--- config.mk ---
export PLATFORM = sky130hd
export DESIGN_NAME = branch_resolve_unit
export DESIGN_NICKNAME = d
export VERILOG_FILES = /design/src/rtl/branch_resolve_unit.sv
export SDC_FILE = /design/constraint.sdc
export NUM_CORES = 1
export LEC_CHECK = 0
export BUFFER_PORTS_ARGS = -buffer_cell sky130_fd_sc_hd__buf_4
export CORE_MARGIN = 2
export CORE_UTILIZATION = 54
export CTS_CLUSTER_SIZE = 20
export DETAILED_ROUTE_END_ITERATION = 10
export PLACE_DENSITY = 0.9
export SLEW_MARGIN = 25
export SYNTH_ARGS = -nofsm -noshare
export SYNTH_HDL_FRONTEND = slang
export SYNTH_SLANG_ARGS = --single-unit
--- constraint.sdc ---
create_clock -name CLK -period 7.4 [get_ports CLK]
set_input_delay 0.74 -clock CLK [delete_from_list [all_inputs] [get_ports CLK]]
set_output_delay 0.74 -clock CLK [all_outputs]
set_load 0.05 [all_outputs]
--- src/rtl/branch_resolve_unit.sv ---
`default_nettype none
// ============================================================================
// branch_resolve_unit
// Registered RV32 branch resolution stage with valid/ready output register
// and saturating branch / mispredict statistics counters.
// Revision: 1.0
// ============================================================================
module branch_resolve_unit #(
  parameter int XLEN  = 32,
  parameter int CNT_W = 16
) (
  input  logic             CLK,
  input  logic             RST,
  input  logic             FLUSH,
  input  logic             IN_VALID,
  output logic             IN_READY,
  input  logic [XLEN-1:0]  RS1,
  input  logic [XLEN-1:0]  RS2,
  input  logic [2:0]       FUNCT3,
  input  logic [XLEN-1:0]  PC,
  input  logic [XLEN-1:0]  IMM,
  input  logic             PRED_TAKEN,
  output logic             OUT_VALID,
  input  logic             OUT_READY,
  output logic             TAKEN,
  output logic [XLEN-1:0]  TARGET,
  output logic [XLEN-1:0]  REDIRECT_PC,
  output logic             MISPREDICT,
  output logic             ILLEGAL,
  output logic [CNT_W-1:0] BR_COUNT,
  output logic [CNT_W-1:0] MISP_COUNT,
  input  logic             CLR_STATS
);

  localparam logic [2:0]       c_f3_beq  = 3'b000;
  localparam logic [2:0]       c_f3_bne  = 3'b001;
  localparam logic [2:0]       c_f3_blt  = 3'b100;
  localparam logic [2:0]       c_f3_bge  = 3'b101;
  localparam logic [2:0]       c_f3_bltu = 3'b110;
  localparam logic [2:0]       c_f3_bgeu = 3'b111;
  localparam logic [XLEN-1:0]  c_four    = {{(XLEN-3){1'b0}}, 3'b100};
  localparam logic [CNT_W-1:0] c_cnt_one = CNT_W'(1);
  localparam logic [CNT_W-1:0] c_cnt_max = {CNT_W{1'b1}};

  logic             w_eq;
  logic             w_lt;
  logic             w_ltu;
  logic             w_taken;
  logic             w_illegal;
  logic             w_misp;
  logic             w_accept;
  logic [XLEN-1:0]  w_target;
  logic [XLEN-1:0]  w_pc_plus4;
  logic [XLEN-1:0]  w_redirect;
  logic [CNT_W-1:0] w_br_next;
  logic [CNT_W-1:0] w_misp_next;

  logic             r_out_valid;
  logic             r_taken;
  logic [XLEN-1:0]  r_target;
  logic [XLEN-1:0]  r_redirect;
  logic             r_misp;
  logic             r_illegal;
  logic [CNT_W-1:0] r_br_count;
  logic [CNT_W-1:0] r_misp_count;

  always_comb begin
    w_eq      = (RS1 == RS2);
    w_lt      = ($signed(RS1) < $signed(RS2));
    w_ltu     = (RS1 < RS2);
    w_taken   = 1'b0;
    w_illegal = 1'b0;
    case (FUNCT3)
      c_f3_beq:  w_taken = w_eq;
      c_f3_bne:  w_taken = !w_eq;
      c_f3_blt:  w_taken = w_lt;
      c_f3_bge:  w_taken = !w_lt;
      c_f3_bltu: w_taken = w_ltu;
      c_f3_bgeu: w_taken = !w_ltu;
      default:   w_illegal = 1'b1;
    endcase

    // Both adders wrap silently at XLEN bits.
    w_target   = PC + IMM;
    w_pc_plus4 = PC + c_four;
    w_redirect = w_taken ? w_target : w_pc_plus4;
    w_misp     = !w_illegal && (w_taken != PRED_TAKEN);

    IN_READY = !FLUSH && (!r_out_valid || OUT_READY);
    w_accept = IN_VALID && IN_READY;

    // Clear takes effect first so a same-cycle accept lands on zero.
    w_br_next   = CLR_STATS ? '0 : r_br_count;
    w_misp_next = CLR_STATS ? '0 : r_misp_count;
    if (w_accept && !w_illegal && (w_br_next != c_cnt_max)) begin
      w_br_next = w_br_next + c_cnt_one;
    end
    if (w_accept && w_misp && (w_misp_next != c_cnt_max)) begin
      w_misp_next = w_misp_next + c_cnt_one;
    end
  end

  always_ff @(posedge CLK) begin
    if (RST) begin
      r_out_valid <= 1'b0;
      r_taken     <= 1'b0;
      r_target    <= '0;
      r_redirect  <= '0;
      r_misp      <= 1'b0;
      r_illegal   <= 1'b0;
    end else if (FLUSH) begin
      r_out_valid <= 1'b0;
    end else if (w_accept) begin
      r_out_valid <= 1'b1;
      r_taken     <= w_taken;
      r_target    <= w_target;
      r_redirect  <= w_redirect;
      r_misp      <= w_misp;
      r_illegal   <= w_illegal;
    end else if (OUT_READY) begin
      r_out_valid <= 1'b0;
    end
  end

  always_ff @(posedge CLK) begin
    if (RST) begin
      r_br_count   <= '0;
      r_misp_count <= '0;
    end else begin
      r_br_count   <= w_br_next;
      r_misp_count <= w_misp_next;
    end
  end

  assign OUT_VALID   = r_out_valid;
  assign TAKEN       = r_taken;
  assign TARGET      = r_target;
  assign REDIRECT_PC = r_redirect;
  assign MISPREDICT  = r_misp;
  assign ILLEGAL     = r_illegal;
  assign BR_COUNT    = r_br_count;
  assign MISP_COUNT  = r_misp_count;

endmodule
`default_nettype wire

Word-level counts from Yosys, hierarchy flattened
Cells that the tools add are included.
Widths: inputs -> output; s select.
{"block": "totals", "register_bits": 100, "latchBits": 0, "ram_bits": 0, "mem_bits_ro": 0, "in_bits": 138, "out_inout_bits": 101, "elab_cells": 51, "memories": 0}
{"block": "classes", "addsub": 4, "multipliers": 0, "div": 0, "n_lt_le_gt_ge": 2, "eq_ne": 9, "n_shift": 0, "n_mux": 9, "bitwise": 1, "reduce_logical": 18}
{"operator": "$lt 32x32->1", "n": 2}
{"operator": "$mux 16", "n": 4}
{"operator": "$add 16x1->16 const B", "n": 2}
{"operator": "$add 32x3->32 const B", "n": 1}
{"operator": "$add 32x32->32", "n": 1}
{"operator": "$eq 32x32->1", "n": 1}
{"operator": "$mux 32", "n": 1}
{"operator": "$ne 16x16->1 const B", "n": 2}
{"operator": "$eq 3x3->1 const B", "n": 4}
{"operator": "$logic_and 1x1->1", "n": 7}
{"operator": "$pmux 1 s6", "n": 1}
{"operator": "$reduce_or 6->1", "n": 1}
{"operator": "$logic_not 1->1", "n": 5}
{"operator": "$eq 3x1->1 const B", "n": 1}
{"operator": "$logic_not 3->1", "n": 1}
{"operator": "$mux 1", "n": 3}
{"operator": "$reduce_and 2->1", "n": 1}
{"operator": "$reduce_bool 2->1", "n": 1}
{"operator": "$reduce_or 2->1", "n": 1}
{"operator": "$logic_or 1x1->1", "n": 1}
{"operator": "$ne 1x1->1", "n": 1}
{"operator": "$not 1->1", "n": 1}

Depth between registers and ports, before layout
Gate-level depths: netlist of the first run.
{"block": "depth", "word_depth": 8, "mapped_depth": 13, "depth_no_buf": 12}

Worst setup path before layout of the first run
No wires, ideal clock.
{"block": "synth_timing", "path_type": "input -> register", "startpoint": "input RS2[30]", "endpoint": "register r_misp_count[11], in the netlist MISP_COUNT[11]", "setup_time_ns": 0.127, "arrival_ns": 3.595, "t_required_ns": 7.273, "path_slack_ns": 3.678, "path_stages": 13, "n_path_buf": 2, "cell_sequence": "inv_1 ha_1 nand4_1 nor4_2 a221o_1 a211o_1 or4_4 and4_4 or3_4 buf_6 buf_2 o41ai_2 a21oi_1"}
{"block": "synth_via", "elab_chain_cells": 8, "elab_cells_between_ends": 12, "classes_between": "order compare (2); eq/ne (2); mux (2); reduce/logical (6)"}
{"item": "start: declaration", "line_no": "18", "rtl": "input logic [XLEN-1:0] RS2,"}
{"item": "$lt 32x32->1, or another cell as far along", "line_no": "70", "rtl": "w_ltu = (RS1 < RS2);"}
{"item": "$logic_not 1->1, on equally long branches", "line_no": "79, 75, 77"}
{"item": "$pmux 1 s6 *", "line_no": "73", "rtl": "case (FUNCT3)"}
{"item": "$ne 1x1->1 *", "line_no": "87", "rtl": "w_misp = !w_illegal && (w_taken != PRED_TAKEN);"}
{"item": "$logic_and 1x1->1 *", "line_no": "87"}
{"item": "$logic_and 1x1->1 * (2 in a row)", "line_no": "98", "rtl": "if (w_accept && w_misp && (w_misp_next != c_cnt_max)) begin"}
{"item": "$mux 16 *", "line_no": "98"}
{"item": "end signal: assignment", "line_no": "131", "rtl": "r_misp_count <= w_misp_next;"}
{"item": "end: declaration", "line_no": "65", "rtl": "logic [CNT_W-1:0] r_misp_count;"}
Every way passes the cells marked *; elsewhere a longest branch is shown, timed or not.
A chain may end at the register's enable or synchronous reset.

Worst setup path in the final report of the first run
{"block": "layout_timing", "startpoint": "input RS1[27]", "endpoint": "register r_misp_count[13], in the netlist MISP_COUNT[13]"}
{"block": "layout_via", "elab_chain_cells": 8, "elab_cells_between_ends": 12, "classes_between": "order compare (2); eq/ne (2); mux (2); reduce/logical (6)"}
{"item": "start: declaration", "line_no": "17", "rtl": "input logic [XLEN-1:0] RS1,"}
{"item": "$lt 32x32->1, or another cell as far along", "line_no": "70"}
{"item": "$logic_not 1->1, on equally long branches", "line_no": "79, 75, 77"}
{"item": "$pmux 1 s6 *", "line_no": "73"}
{"item": "$ne 1x1->1 *", "line_no": "87"}
{"item": "$logic_and 1x1->1 *", "line_no": "87"}
{"item": "$logic_and 1x1->1 * (2 in a row)", "line_no": "98"}
{"item": "$mux 16 *", "line_no": "98"}
Marked as above.

==> results, run 1 <==
- The average size of a mapped cell is roughly 7.7 sq um.
- The first routing iteration left 646 violations.
- After Yosys synthesis, and, or, nand and nor cells account for 23.7% of the synthesized area.
- The flow ran to the end, and the final reports show no timing, DRC or antenna violations.
- The net count after synthesis is approximately 1.1k.
- In this run the number of H-tree levels came out at 3.
- The required time of the critical path is 7.65 ns.
- Buffers inserted to repair hold after CTS numbered 0.
- The commonest cells after synthesis are 117 x nand2_1, 100 x dfxtp_1, 96 x a21oi_1, 86 x nor2_1, 66 x ha_1.
- The worst-case setup slack after placement is 2.94 ns.
- Global routing used 29.6% of the available tracks.
- The worst setup path is captured at a register.
- Clock-pin slew was measured on the worst setup and hold paths at roughly 0.08 ns.
- The cell count after synthesis is 926.
- Among all cell types in the netlist, the one instantiated most often is nand2_1.
- The final layout contains roughly 1.4k nets.
- The number of max-cap violations is 0.
- The area of the core region is ~13000 sq um.
- The clock passes through at most 2 buffers.
- The tree is rooted in a clkbuf_16.
- The total number of clock tree sinks is 100.
- The detail-routed net length per standard cell is 16.2 um.
- Counting flops and latches in the post-synthesis netlist gives 100.
- The combinational family with the most area after synthesis is simple AND/OR/NAND/NOR gates.
- Summing all multi-input logic gate instances after layout gives around 4800 sq um.
- The worst hold path class is register to register.
- The synthesized netlist devotes 21.6% of its cell area to compound gates.
- The synthesized design spends more area on one cell type than any other, namely dfxtp_1.
- Buffers added to address setup during post-CTS repair amount to 0.
- The kind of critical path is input port to register.
- Measured against its own limit, the worst slew margin works out to 40.8%.
- The number of antenna violations at the first check in global routing was 0.
- The number of pins with negative max-slew slack in the final report is 0.
- After global routing the overflow that remains totals 0.
- The final antenna diode count is 0.
- The insertion delay of the later-clocked pin in the worst-skew pair is 0.36 ns.
- Setup repair after global routing left no endpoint under its margin.
- On the final layout, the worst clock skew is ~0.011 ns.
- The sum of routed wire length over all layers is roughly 21000 um.
- The most used flip-flop cell after synthesis is dfxtp_1.
- The maximum clock frequency is around 0.27 GHz.
- IR analysis of the VDD net gives a maximum drop of approximately 0.00014 V.
- Summed over all cells, the static leakage comes to roughly 0.0042 uW.
- In the synthesized netlist, mux cells make up less than 1% of the area.
- Yosys attributes the largest share of cell area to dfxtp_1 28%, ha_1 12%, a21oi_1 6.8%.
- The via count of the first global-routing pass is 7201.
- The first TritonRoute pass finished after 6 iterations.
- The adder-cell area share of the yosys netlist is 11.9%.
- The final total negative setup slack is 0 ns.
- TritonCTS created 9 clock buffers.
- At the end of routability-driven placement, the weighted congestion stood at 0.936.
- The number of DRC violations after detailed routing is 0.
- For this block, the via count after detailed routing is 7772.
- The final hold violation count is 0.
- The fraction of final layout cells with drive strength greater than 1 is 23.7%.
- The clock tree from TritonCTS is done.
- The data arrival time of the critical path is roughly 4.0 ns.
- The Yosys step of the flow raised 0 warnings.
- The detail route stage leaves a number of antenna-violating nets equal to 0.
- Of the total synthesized cell area, the portion taken by XOR and XNOR cells is 8.87%.
- The launching element type of the critical path is an input port.
- The maximum fanout along the worst path is 24.
- After synthesis the cells add up to 7110 sq um.
- The post-route minimum period is ~3.7 ns.
- The count of different cell masters after synthesis is 62.
- Post-CTS repair changed the size of 0 cells.
- The floorplan has 41 rows.
- Once the floorplan was initialized, standard cells occupied 55.9% of the core.
- The count of filler cells inserted in the layout is 1017.
- The register cell area after layout is 2000 sq um.
- The vertical die dimension is between 100 and 150 um.
- The ratio of routed vias to standard cells is approximately 5.9.
- The share of the Yosys chip area taken by registers is 28.1%.
- The area fraction of the dominant cell type after synthesis is 28.1%.
- The layout overhead on the synthesized area is 31.4%.
- Counting flops with a built-in enable in the synthesized netlist gives 0.
- Power spread over the standard cell area amounts to 171 nW/um^2.
- Setup violations remaining at the end of the flow were counted as 0.
- The pin count of the biggest net entering global routing is 84.
- The worst path setup slack after routing is 3.68 ns.
- The die width is 119 um.
- The share of synthesized registers carrying an async set or reset is 0%.
- The post-DP HPWL is roughly 16000 um.
- The actual slew at the worst max-slew pin is 0.886 ns.
- For this design the top-level I/O count stands at 239.
- Dividing the final minimum period by the clock period gives 50.3%.
- The die covers between 10000 and 15000 sq um.
- Buffers placed on the I/O ports in this run total 238.
- The sum of internal, switching and leakage power is ~1600 uW.
- The first global-routing pass estimated between 30000 and 40000 um of wire.
[through the flow]
step,instances,hold slack (ns),cell area (sq um),utilization [%]
finish,1323,0.453,9350,73.5
global route,1323,0.472,9350,73.5
CTS,1323,0.454,9340,73.4
detailed placement,1307,0.445,9030,71.0
global placement,1307,0.439,9030,71.0
floorplan,926,0.671,7110,-
[worst paths after layout]
check	from	endpoint	slack (ns)	depth (start not counted)
max	RS1[27]	MISP_COUNT[13]$_SDFF_PP0_	3.68	11
min	REDIRECT_PC[7]$_SDFFE_PP0P_	REDIRECT_PC[7]$_SDFFE_PP0P_	0.45	2
max reg2reg	OUT_VALID$_SDFFE_PP0P_	BR_COUNT[15]$_SDFF_PP0_	4.15	10
min reg2reg	REDIRECT_PC[7]$_SDFFE_PP0P_	REDIRECT_PC[7]$_SDFFE_PP0P_	0.45	2
[placed cells by master, fill, tap and decap left out, types with 9 or more instances in the layout]
cell,netlist,final
xnor2_1,41,41
a22oi_1,10,10
nor2b_1,20,20
ha_1,66,66
inv_1,55,55
nand4_1,20,20
dfxtp_1,100,100
buf_4,0,243
and3_1,16,16
nand2_1,117,116
a21oi_1,96,96
o21a_1,9,9
nor2_1,86,86
a21o_1,12,12
o21ai_0,28,28
nand3_1,36,35
clkbuf_16,0,9
nor3_1,19,19
a221oi_1,16,16
xor2_1,31,31
[registers in the layout (all words and copies together) (netlist names)]
register,count
REDIRECT_PC,32
TARGET,32
BR_COUNT,16
MISP_COUNT,16
ILLEGAL,1
MISPREDICT,1
OUT_VALID,1
TAKEN,1
[cells by family after synthesis]
logic type | after synthesis
fa+ha+maj | 67
mux | 6
xor+xnor | 72
simple gates | 354
compound gates | 237
flops | 100
buf+inv | 90
[cell type report]
cell class              count  share of cell area (%)
clock inverters             7                   0.950
well taps                 172                    2.30
inverters                  56                    2.25
clock buffers               9                    2.41
repair buffers            243                    19.5
multi-input cells         736                    51.2
flip-flops and latches    100                    21.4
[metal layers]
layer,vias to the layer above,part of all wire (%),GRT usage (%)
li1,3776,-,-
met1,3592,41,36.6
met2,357,49,51.9
met3,47,7.7,5.74
met4,0,2.1,9.00
met5,-,0,0
[power breakdown]
part / switching (uW) / internal [uW] / total [uW] / leakage [uW]
clock: 246 / 244 / 490 / 0.000152
combinational: 326 / 204 / 530 / 0.00325
sequential: 16.3 / 566 / 582 / 0.000814
[worst max-delay path, stage by stage]
cell,delay [ns]
buf_4,0.11
ha_1,0.32
nand4_1,0.16
nor4_2,0.10
a221o_1,0.32
a211o_1,0.29
or4_4,0.58
nand3_2,0.47
mux2_2,0.44
nand4_1,0.11
mux2_2,0.33
Note: power is estimated with default switching activity, not from simulation.
==> run 2, diff against run 1 <==
--- a/config.mk
+++ b/config.mk
@@ -5,12 +5,13 @@
 export SDC_FILE = /design/constraint.sdc
 export NUM_CORES = 1
 export LEC_CHECK = 0
+export ABC_AREA = 1
 export BUFFER_PORTS_ARGS = -buffer_cell sky130_fd_sc_hd__buf_4
 export CORE_MARGIN = 2
-export CORE_UTILIZATION = 54
+export CORE_UTILIZATION = 53
 export CTS_CLUSTER_SIZE = 20
 export DETAILED_ROUTE_END_ITERATION = 10
-export PLACE_DENSITY = 0.9
+export PLACE_DENSITY = 0.87
 export SLEW_MARGIN = 25
 export SYNTH_ARGS = -nofsm -noshare
 export SYNTH_HDL_FRONTEND = slang
==> constraint.sdc (replaced) <==
create_clock -name CLK -period 3.7 [get_ports CLK]
set_input_delay 0.37 -clock CLK [delete_from_list [all_inputs] [get_ports CLK]]
set_output_delay 0.37 -clock CLK [all_outputs]
set_load 0.05 [all_outputs]
==> run 2 against run 1 <==
Effect of this change: sequential power grew 100%; critical path type unchanged; combinational power grew 120%; synthesized area grew 13%; routed wire length increased by 18%; die area rose by 15%; worst setup slack got worse by 2.8 ns; critical endpoint is now REDIRECT_PC[18]$_SDFFE_PP0P_; via count is 16% higher; final cell count is 24% higher; clock skew hardly changed; global-route usage up 1.0 points.
==> results, run 2 <==
- The run finished with clean final reports.
- The sum of routed wire length over all layers is 25200 um (+18%).
- The netlist area before placement came to 8060 sq um (+13%).
- The average size of a mapped cell came to 6.54 sq um (-15%).
- The sequential element share of the synthesized area is 24.8% (-3.3 points).
- The count of different cell masters after synthesis came to 47 (-24%).
- The post-route minimum period is 2.85 ns.
- The final-layout worst hold slack is 0.187 ns (-0.266 ns).
- The TritonCTS buffer count is 9 (unchanged).
- The primary flip-flop cell chosen by synthesis mapping is dfxtp_1.
- The synthesis-stage register bit count is 100 (unchanged).
- The global placement routability congestion is 0.984 (+5.1%).
- The proportion of power drawn by combinational gates came to 35.2% (+2.1 points).
- The die width is 127 um (+7.2%).
- The actual slew at the worst max-slew pin is 0.959 ns (+0.0729 ns).
- The number of I/O pins is 239 (unchanged).
- The number of DRC violations after detailed-routing iteration 0 came to 771 (+19%).
- The portion of total power attributed to sequential cells is 36.0% (-0.3 points).
- The insertion delay of the later-clocked pin in the worst-skew pair was 0.35 ns (about the same).
- The hold buffer count at CTS is 0 (unchanged).
- By instance count, the leading cell after synthesis is nand2_1.
- The static leakage power is 0.00499 uW (+18%).
- The final hold violation count is 0 (unchanged).
- The post-DP HPWL is 20300 um (+25%).
- The via count is 9028 (+16%).
- The number of port buffers was 238 (unchanged).
- The min-delay analysis places its worst path in the category input port to register.
- The fraction of final layout cells with drive strength greater than 1 was 20.3% (-3.4 points).
- The share of the core filled with cells is 68.2% (-5.3 points).
- The number of flops mapped to enable cells by yosys came to 0 (unchanged).
- The number of DRC violations after detailed routing is 0 (unchanged).
- The global routing usage summed across all routing layers is 30.7% (+1.0 points).
- The total internal power is 2010 uW (+98%).
- The global route total overflow is 0 (unchanged).
- The buffers plus inverters on the worst setup path is 3 (+2).
- The root buffer selected by CTS is clkbuf_16.
- The pin count of the biggest net entering global routing was 52 (-38%).
- The maximum fanout along the worst path is 4 (-83%).
- The largest total area in the synthesized netlist belongs to dfxtp_1.
- The count of filler cells inserted in the layout is 1402 (+38%).
- The worst-case setup slack after placement is 0.529 ns (-2.42 ns).
- STA classifies the critical path endpoint as a register.
- The final antenna diode count is 0 (unchanged).
- The clock tree buffer depth came to 2 (unchanged).
- Walking the worst path, the cells encountered are buf_4 -> ha_1 -> inv_1 -> fa_1 -> inv_1 -> nand3_1 -> nand2_1 -> a21boi_1 -> o21ai_0 -> a21oi_1 -> o21bai_1 -> xnor2_1 -> o21ai_0 -> a21oi_1 -> nor2_1.
- The fraction of power spent switching nets is 38.3% (+1.6 points).
- The global-route wire length before repair is 40500 um (+17%).
- The clock tree skew after final layout is 0.0117 ns (+0.000480 ns).
- The library cell contributing the largest single delay on the critical path is o21ai_0.
- The vertical die dimension is 127 um (+7.2%).
- The areal power density over the cells is 318 nW/um^2 (+85%).
- The net count after synthesis came to 1437 (+27%).
- The count of synthesis-stage warnings from yosys was 0 (unchanged).
- The power share of the clock group came to 28.9% (-1.7 points).
- The most common cell after layout, fill and taps aside is nand2_1.
- The number of failing setup endpoints in the final timing report was 0 (unchanged).
- The final total negative setup slack came to 0 ns (unchanged).
- The kind of critical path is input port to register.
- The delay of the slowest critical-path stage was 0.42 ns (-0.16 ns).
- The data arrival time of the critical path is 3.07 ns (-0.91 ns).
- The final period utilization is 77.0%.
- The number of levels the H-tree was split into is 3 (unchanged).
- The share of synthesized registers carrying an async set or reset came to 0% (unchanged).
- The area growth from synthesis to layout is 27.3%.
- The number of core rows is 45 (+9.8%).
- The antenna violation net count after detailed routing is 0 (unchanged).
- The commonest cells after synthesis are 260 x nand2_1, 188 x inv_1, 125 x nor2_1, 113 x a21oi_1, 100 x dfxtp_1.
- Setup repair after global routing left no endpoint under its margin.
- Grouping stages by cell kind, the critical path spends the most delay in compound AO/OA/AOI/OAI gates.
- The number of max-cap violations is 0 (unchanged).
- The total number of clock tree sinks was 100 (unchanged).
- The cell count after synthesis was 1232 (+33%).
- The ratio of routed vias to standard cells is 5.49 (-6.6%).
- The maximum ir drop on the vdd rail is 0.000241 V (+68%).
- The area fraction of the dominant cell type after synthesis came to 24.8% (-3.3 points).
- The post-cts repair resize count was 0 (unchanged).
- The worst slew margin relative to its limit is 35.7% (-5.1 points).
- The worst path setup slack after routing is 0.851 ns (-2.83 ns).
- The number of buffers added for setup after CTS is 0 (unchanged).
- The detail-routed net length per standard cell is 15.3 um (-5.5%).
- Leaving out fill and tap cells, the most frequent cells in the layout are 260 x nand2_1, 245 x buf_4, 186 x inv_1, 125 x nor2_1, 113 x a21oi_1.
- The net switching power is 1250 uW (+110%).
- The count of nets after finishing is 1657 (+23%).
- Based on the critical path, the design can be clocked at up to ~0.35 GHz.
- The area of the core region came to 15000 sq um (+18%).
- The initial core utilization is 53.6% (-2.3 points).
- The number of pins with negative max-slew slack in the final report was 0 (unchanged).
- The clock-pin slew of the registers on the worst-case setup and hold paths is 0.08 ns (about the same).
- The required time of the critical path is 3.92 ns (-3.73 ns).
- After synthesis, the cell types taking the most area are dfxtp_1 25%, nand2_1 12%, ha_1 10%.
- The launching element type of the critical path is an input port.
- The number of antenna violations at the first check in global routing is 0 (unchanged).
- The number of iterations in the first detailed-routing pass is 6 (unchanged).
- The via count of the first global-routing pass came to 8315 (+15%).
- The clock tree from TritonCTS is done.
- The area of the die is 16200 sq um (+15%).
## run 2: changes by cell type after synthesis, sizes merged, moves of 17 or more
cell,delta
o21ai,+31
nor2b,-20
o211ai,+24
xor2,+17
inv,+134
nor2,+49
nand2,+153
xnor2,-18
a21oi,+20
## run 2: logic make-up (layout without fill, tap and decap cells)
kind of cell	count (synthesis)	after routing	share of synthesized area, %
buffers and inverters	225	450	11.0
and+or+nand+nor	527	527	28.7
DFF	100	100	24.8
adders and majority gates	67	67	10.5
xor gates and xnor gates	71	71	7.72
AOI/OAI and AO/OA	242	242	17.2
## run 2: layout make-up
class	count	area, sq um	share of cell area (%)
Clock inverter	7	70.1	0.683
Sequential cell	100	2000	19.5
Timing Repair Buffer	245	1840	17.9
Tap cell	188	235	2.29
Multi-Input combinational cell	907	5170	50.4
Inverter	189	709	6.92
Clock buffer	9	225	2.20
## run 2: metrics by stage
stage	power [uW]	instance area [sq um]	instances
2_1_floorplan	1930	8060	1232
3_3_place_gp	2310	9960	1629
3_5_place_dp	2320	9960	1629
4_1_cts	3250	10300	1645
5_1_grt	3410	10300	1645
6_report	3260	10300	1645
## run 2: path summary, 6_finish.rpt
check | startpoint | end | slack [ns] | cells past startpoint
setup / recovery | PC[0] | REDIRECT_PC[18]$_SDFFE_PP0P_ | 0.85 | 15
hold reg to reg | REDIRECT_PC[3]$_SDFFE_PP0P_ | REDIRECT_PC[3]$_SDFFE_PP0P_ | 0.47 | 2
setup reg to reg | MISP_COUNT[0]$_SDFF_PP0_ | MISP_COUNT[12]$_SDFF_PP0_ | 0.97 | 13
hold / removal | FLUSH | OUT_VALID$_SDFFE_PP0P_ | 0.19 | 2
## run 2: power by group through the flow
stage               sequential [uW]  clock [uW]  combinational [uW]
finish                         1170         940                1140
global route                   1180         986                1250
CTS                            1170         949                1130
detailed placement             1200           0                1130
global placement               1200           0                1120
floorplan                      1390           0                 540
## run 2: layer usage
metal / global-route usage (%) / share of wire [%] / vias to the layer above
li1: - / - / 4478
met1: 40.7 / 42 / 4094
met2: 50.5 / 46 / 393
met3: 4.94 / 8.7 / 63
met4: 11.0 / 3.2 / 0
met5: 0 / 0 / -
==> run 3, diff against run 2 <==
==> constraint.sdc (replaced) <==
create_clock -name CLK -period 2.95 [get_ports CLK]
set_input_delay 0.295 -clock CLK [delete_from_list [all_inputs] [get_ports CLK]]
set_output_delay 0.295 -clock CLK [all_outputs]
set_load 0.05 [all_outputs]
==> run 3 against run 2 <==
Effect of this change: utilization up 0.72 points; final cell count up 0.61%; non-clock buffer count up 10; sequential share of layout area down 0.20 points; worst setup slack worse by 0.35 ns; sequential cell count unchanged; hold slack worse by 0.069 ns; cell area up 1.1%; critical endpoint is now MISP_COUNT[3]$_SDFF_PP0_; die area unchanged; first-iteration DRC count down 0.26%; global-route usage up 0.61 points; via count down 0.43%.
==> results, run 3 (synthesis results as in run 2) <==
- The startpoint identified for the worst hold timing path is FLUSH.
- The count of nets after finishing is 1667 (+0.60%).
- The number of pins with negative max-slew slack in the final report is 0 (unchanged).
- The sum of routed wire length over all layers is 25800 um (+2.4%).
- The worst setup path is of the input port to register kind.
- The worst setup path is launched from an input port.
- The area of the die was 16200 sq um (unchanged).
- The root buffer selected by CTS is clkbuf_16.
- The number of DRC violations after detailed routing was 0 (unchanged).
- The post-DP HPWL is 20800 um (+2.5%).
- The library cells used most frequently in the layout, excluding fill and tap cells, are 260 x nand2_1, 254 x buf_4, 187 x inv_1, 125 x nor2_1, 113 x a21oi_1.
- Setup repair after global routing left no endpoint under its margin.
- The number of antenna violations at the first check in global routing came to 0 (unchanged).
- The worst-case setup slack after placement came to 0.142 ns (-0.387 ns).
- The maximum ir drop on the vdd rail is 0.000286 V (+19%).
- The number of DRC violations after detailed-routing iteration 0 is 769 (-0.26%).
- The global placement routability congestion was 1.00 (+1.7%).
- The data arrival time of the critical path came to 2.67 ns (-0.40 ns).
- The final antenna diode count was 0 (unchanged).
- The maximum fanout along the worst path is 18 (+14).
- The global-route wire length before repair was 40800 um (+0.82%).
- The actual slew at the worst max-slew pin is 0.614 ns (-0.345 ns).
- The area of the core region is 15000 sq um (unchanged).
- The number of I/O pins is 239 (unchanged).
- The TritonCTS buffer count is 9 (unchanged).
- The clock-pin slew of the registers on the worst-case setup and hold paths is 0.07 ns (about the same).
- The static leakage power is 0.00507 uW (+1.5%).
- The smallest clock period supported by the final layout is computed as between 2 and 2.5 ns.
- The flow ran to the end, and the final reports show no timing, DRC or antenna violations.
- The worst setup path startpoint is RS1[31].
- The detail-routed net length per standard cell came to 15.6 um (+1.8%).
- The initial core utilization is 53.6% (unchanged).
- The clock tree skew after final layout came to 0.00886 ns (-0.00279 ns).
- The number of levels the H-tree was split into is 3 (unchanged).
- The number of max-cap violations came to 0 (unchanged).
- The areal power density over the cells was 404 nW/um^2 (+27%).
- The insertion delay of the later-clocked pin in the worst-skew pair is 0.36 ns (about the same).
- The via count is 8989 (-0.43%).
- TritonCTS built the clock tree.
- The ratio of routed vias to standard cells is 5.43 (-1.0%).
- The hold buffer count at CTS was 0 (unchanged).
- The die width came to 127 um (unchanged).
- The clock tree buffer depth came to 2 (unchanged).
- The number of core rows is 45 (unchanged).
- The most common cell after layout, fill and taps aside is nand2_1.
- The pin count of the biggest net entering global routing is 52 (unchanged).
- The number of failing setup endpoints in the final timing report is 0 (unchanged).
- Compared with the post-synthesis result, the final layout area differs by 28.6%.
- The post-cts repair resize count is 0 (unchanged).
- The global route total overflow is 0 (unchanged).
- The vertical die dimension was 127 um (unchanged).
- The final design instance area without fill came to 10400 sq um (+1.1%).
- The final hold violation count is 0 (unchanged).
- The required time of the critical path is 3.17 ns (-0.75 ns).
- The maximum clock frequency is ~0.41 GHz.
- The global routing usage summed across all routing layers is 31.3% (+0.61 points).
- The count of filler cells inserted in the layout came to 1336 (-4.7%).
- The sum of internal, switching and leakage power is 4190 uW (+29%).
- The area of placed instances was 10000 sq um (+0.88%).
- The number of port buffers is 238 (unchanged).
- The worst path setup slack after routing was 0.499 ns (-0.352 ns).
- The final total negative setup slack is 0 ns (unchanged).
- In this run the critical register-to-register path is launched from MISP_COUNT[1]$_SDFF_PP0_.
- The final period utilization is 83.1%.
- The worst setup path is captured at a register.
- The worst hold path class is input port to register.
- The antenna violation net count after detailed routing is 0 (unchanged).
- The total number of clock tree sinks came to 100 (unchanged).
- The via count of the first global-routing pass is 8390 (+0.90%).
- The number of buffers added for setup after CTS came to 0 (unchanged).
- The fraction of final layout cells with drive strength greater than 1 is 20.9% (+0.54 points).
- The number of iterations in the first detailed-routing pass was 5 (-1).
- The worst slew margin relative to its limit is 59.0% (+23 points).
-- run 3: cell types whose count changed in the layout (fill, tap and decap cells not counted), sizes merged --
cell      delta
buf         +10
inv          +2
clkinv       -2
clkinvlp     -2
bufinv       +1
clkbuf       +1
-- run 3: power breakdown --
group / internal, uW / switching [uW]
combinational: 518 / 932
sequential: 1420 / 43.1
clock: 698 / 574
total: 2640 / 1550
-- run 3: critical path, cell delays in order --
cell and delay (ns):
buf_4 0.11, ha_1 0.36, nand2_2 0.08, nor2_2 0.14
nand2_2 0.09, nor3b_2 0.22, nand2_2 0.11, nand3_1 0.08
nand3_1 0.16, nand3_4 0.24, nand2_2 0.09, nand2_4 0.20
nand3_4 0.25, nand2_1 0.15, a21oi_1 0.07
-- run 3: per-stage QoR --
step / utilization, % / hold WS, ns / instances
after floorplan: - / 0.374 / 1232
after global placement: 66.8 / 0.449 / 1639
after detailed placement: 66.8 / 0.459 / 1639
after CTS: 68.9 / 0.116 / 1655
after global routing: 68.9 / 0.128 / 1655
final: 68.9 / 0.118 / 1655
-- run 3: cell type report --
cell class / instances / area, sq um / share of cell area [%]
inverters: 189 / 709 / 6.85
multi-input cells: 907 / 5170 / 49.9
well taps: 188 / 235 / 2.27
clock inverters: 6 / 77.6 / 0.749
flip-flops and latches: 100 / 2000 / 19.3
clock buffers: 10 / 239 / 2.31
repair buffers: 255 / 1930 / 18.6
-- run 3: path summary, 6_finish.rpt --
check | depth (start not counted) | end | slack (ns)
worst min register to register | 2 | REDIRECT_PC[31]$_SDFFE_PP0P_ | 0.47
worst max register to register | 13 | MISP_COUNT[3]$_SDFF_PP0_ | 0.70
worst min-delay path | 2 | OUT_VALID$_SDFFE_PP0P_ | 0.12
worst max-delay path | 15 | MISP_COUNT[3]$_SDFF_PP0_ | 0.50
-- run 3: layer usage --
metal | up-vias | track usage [%] | part of all wire (%)
met4 | 0 | 9.76 | 2.5
met1 | 4054 | 40.6 | 43
li1 | 4490 | - | -
met5 | - | 0 | 0
met2 | 400 | 52.0 | 46
met3 | 45 | 6.83 | 8.8
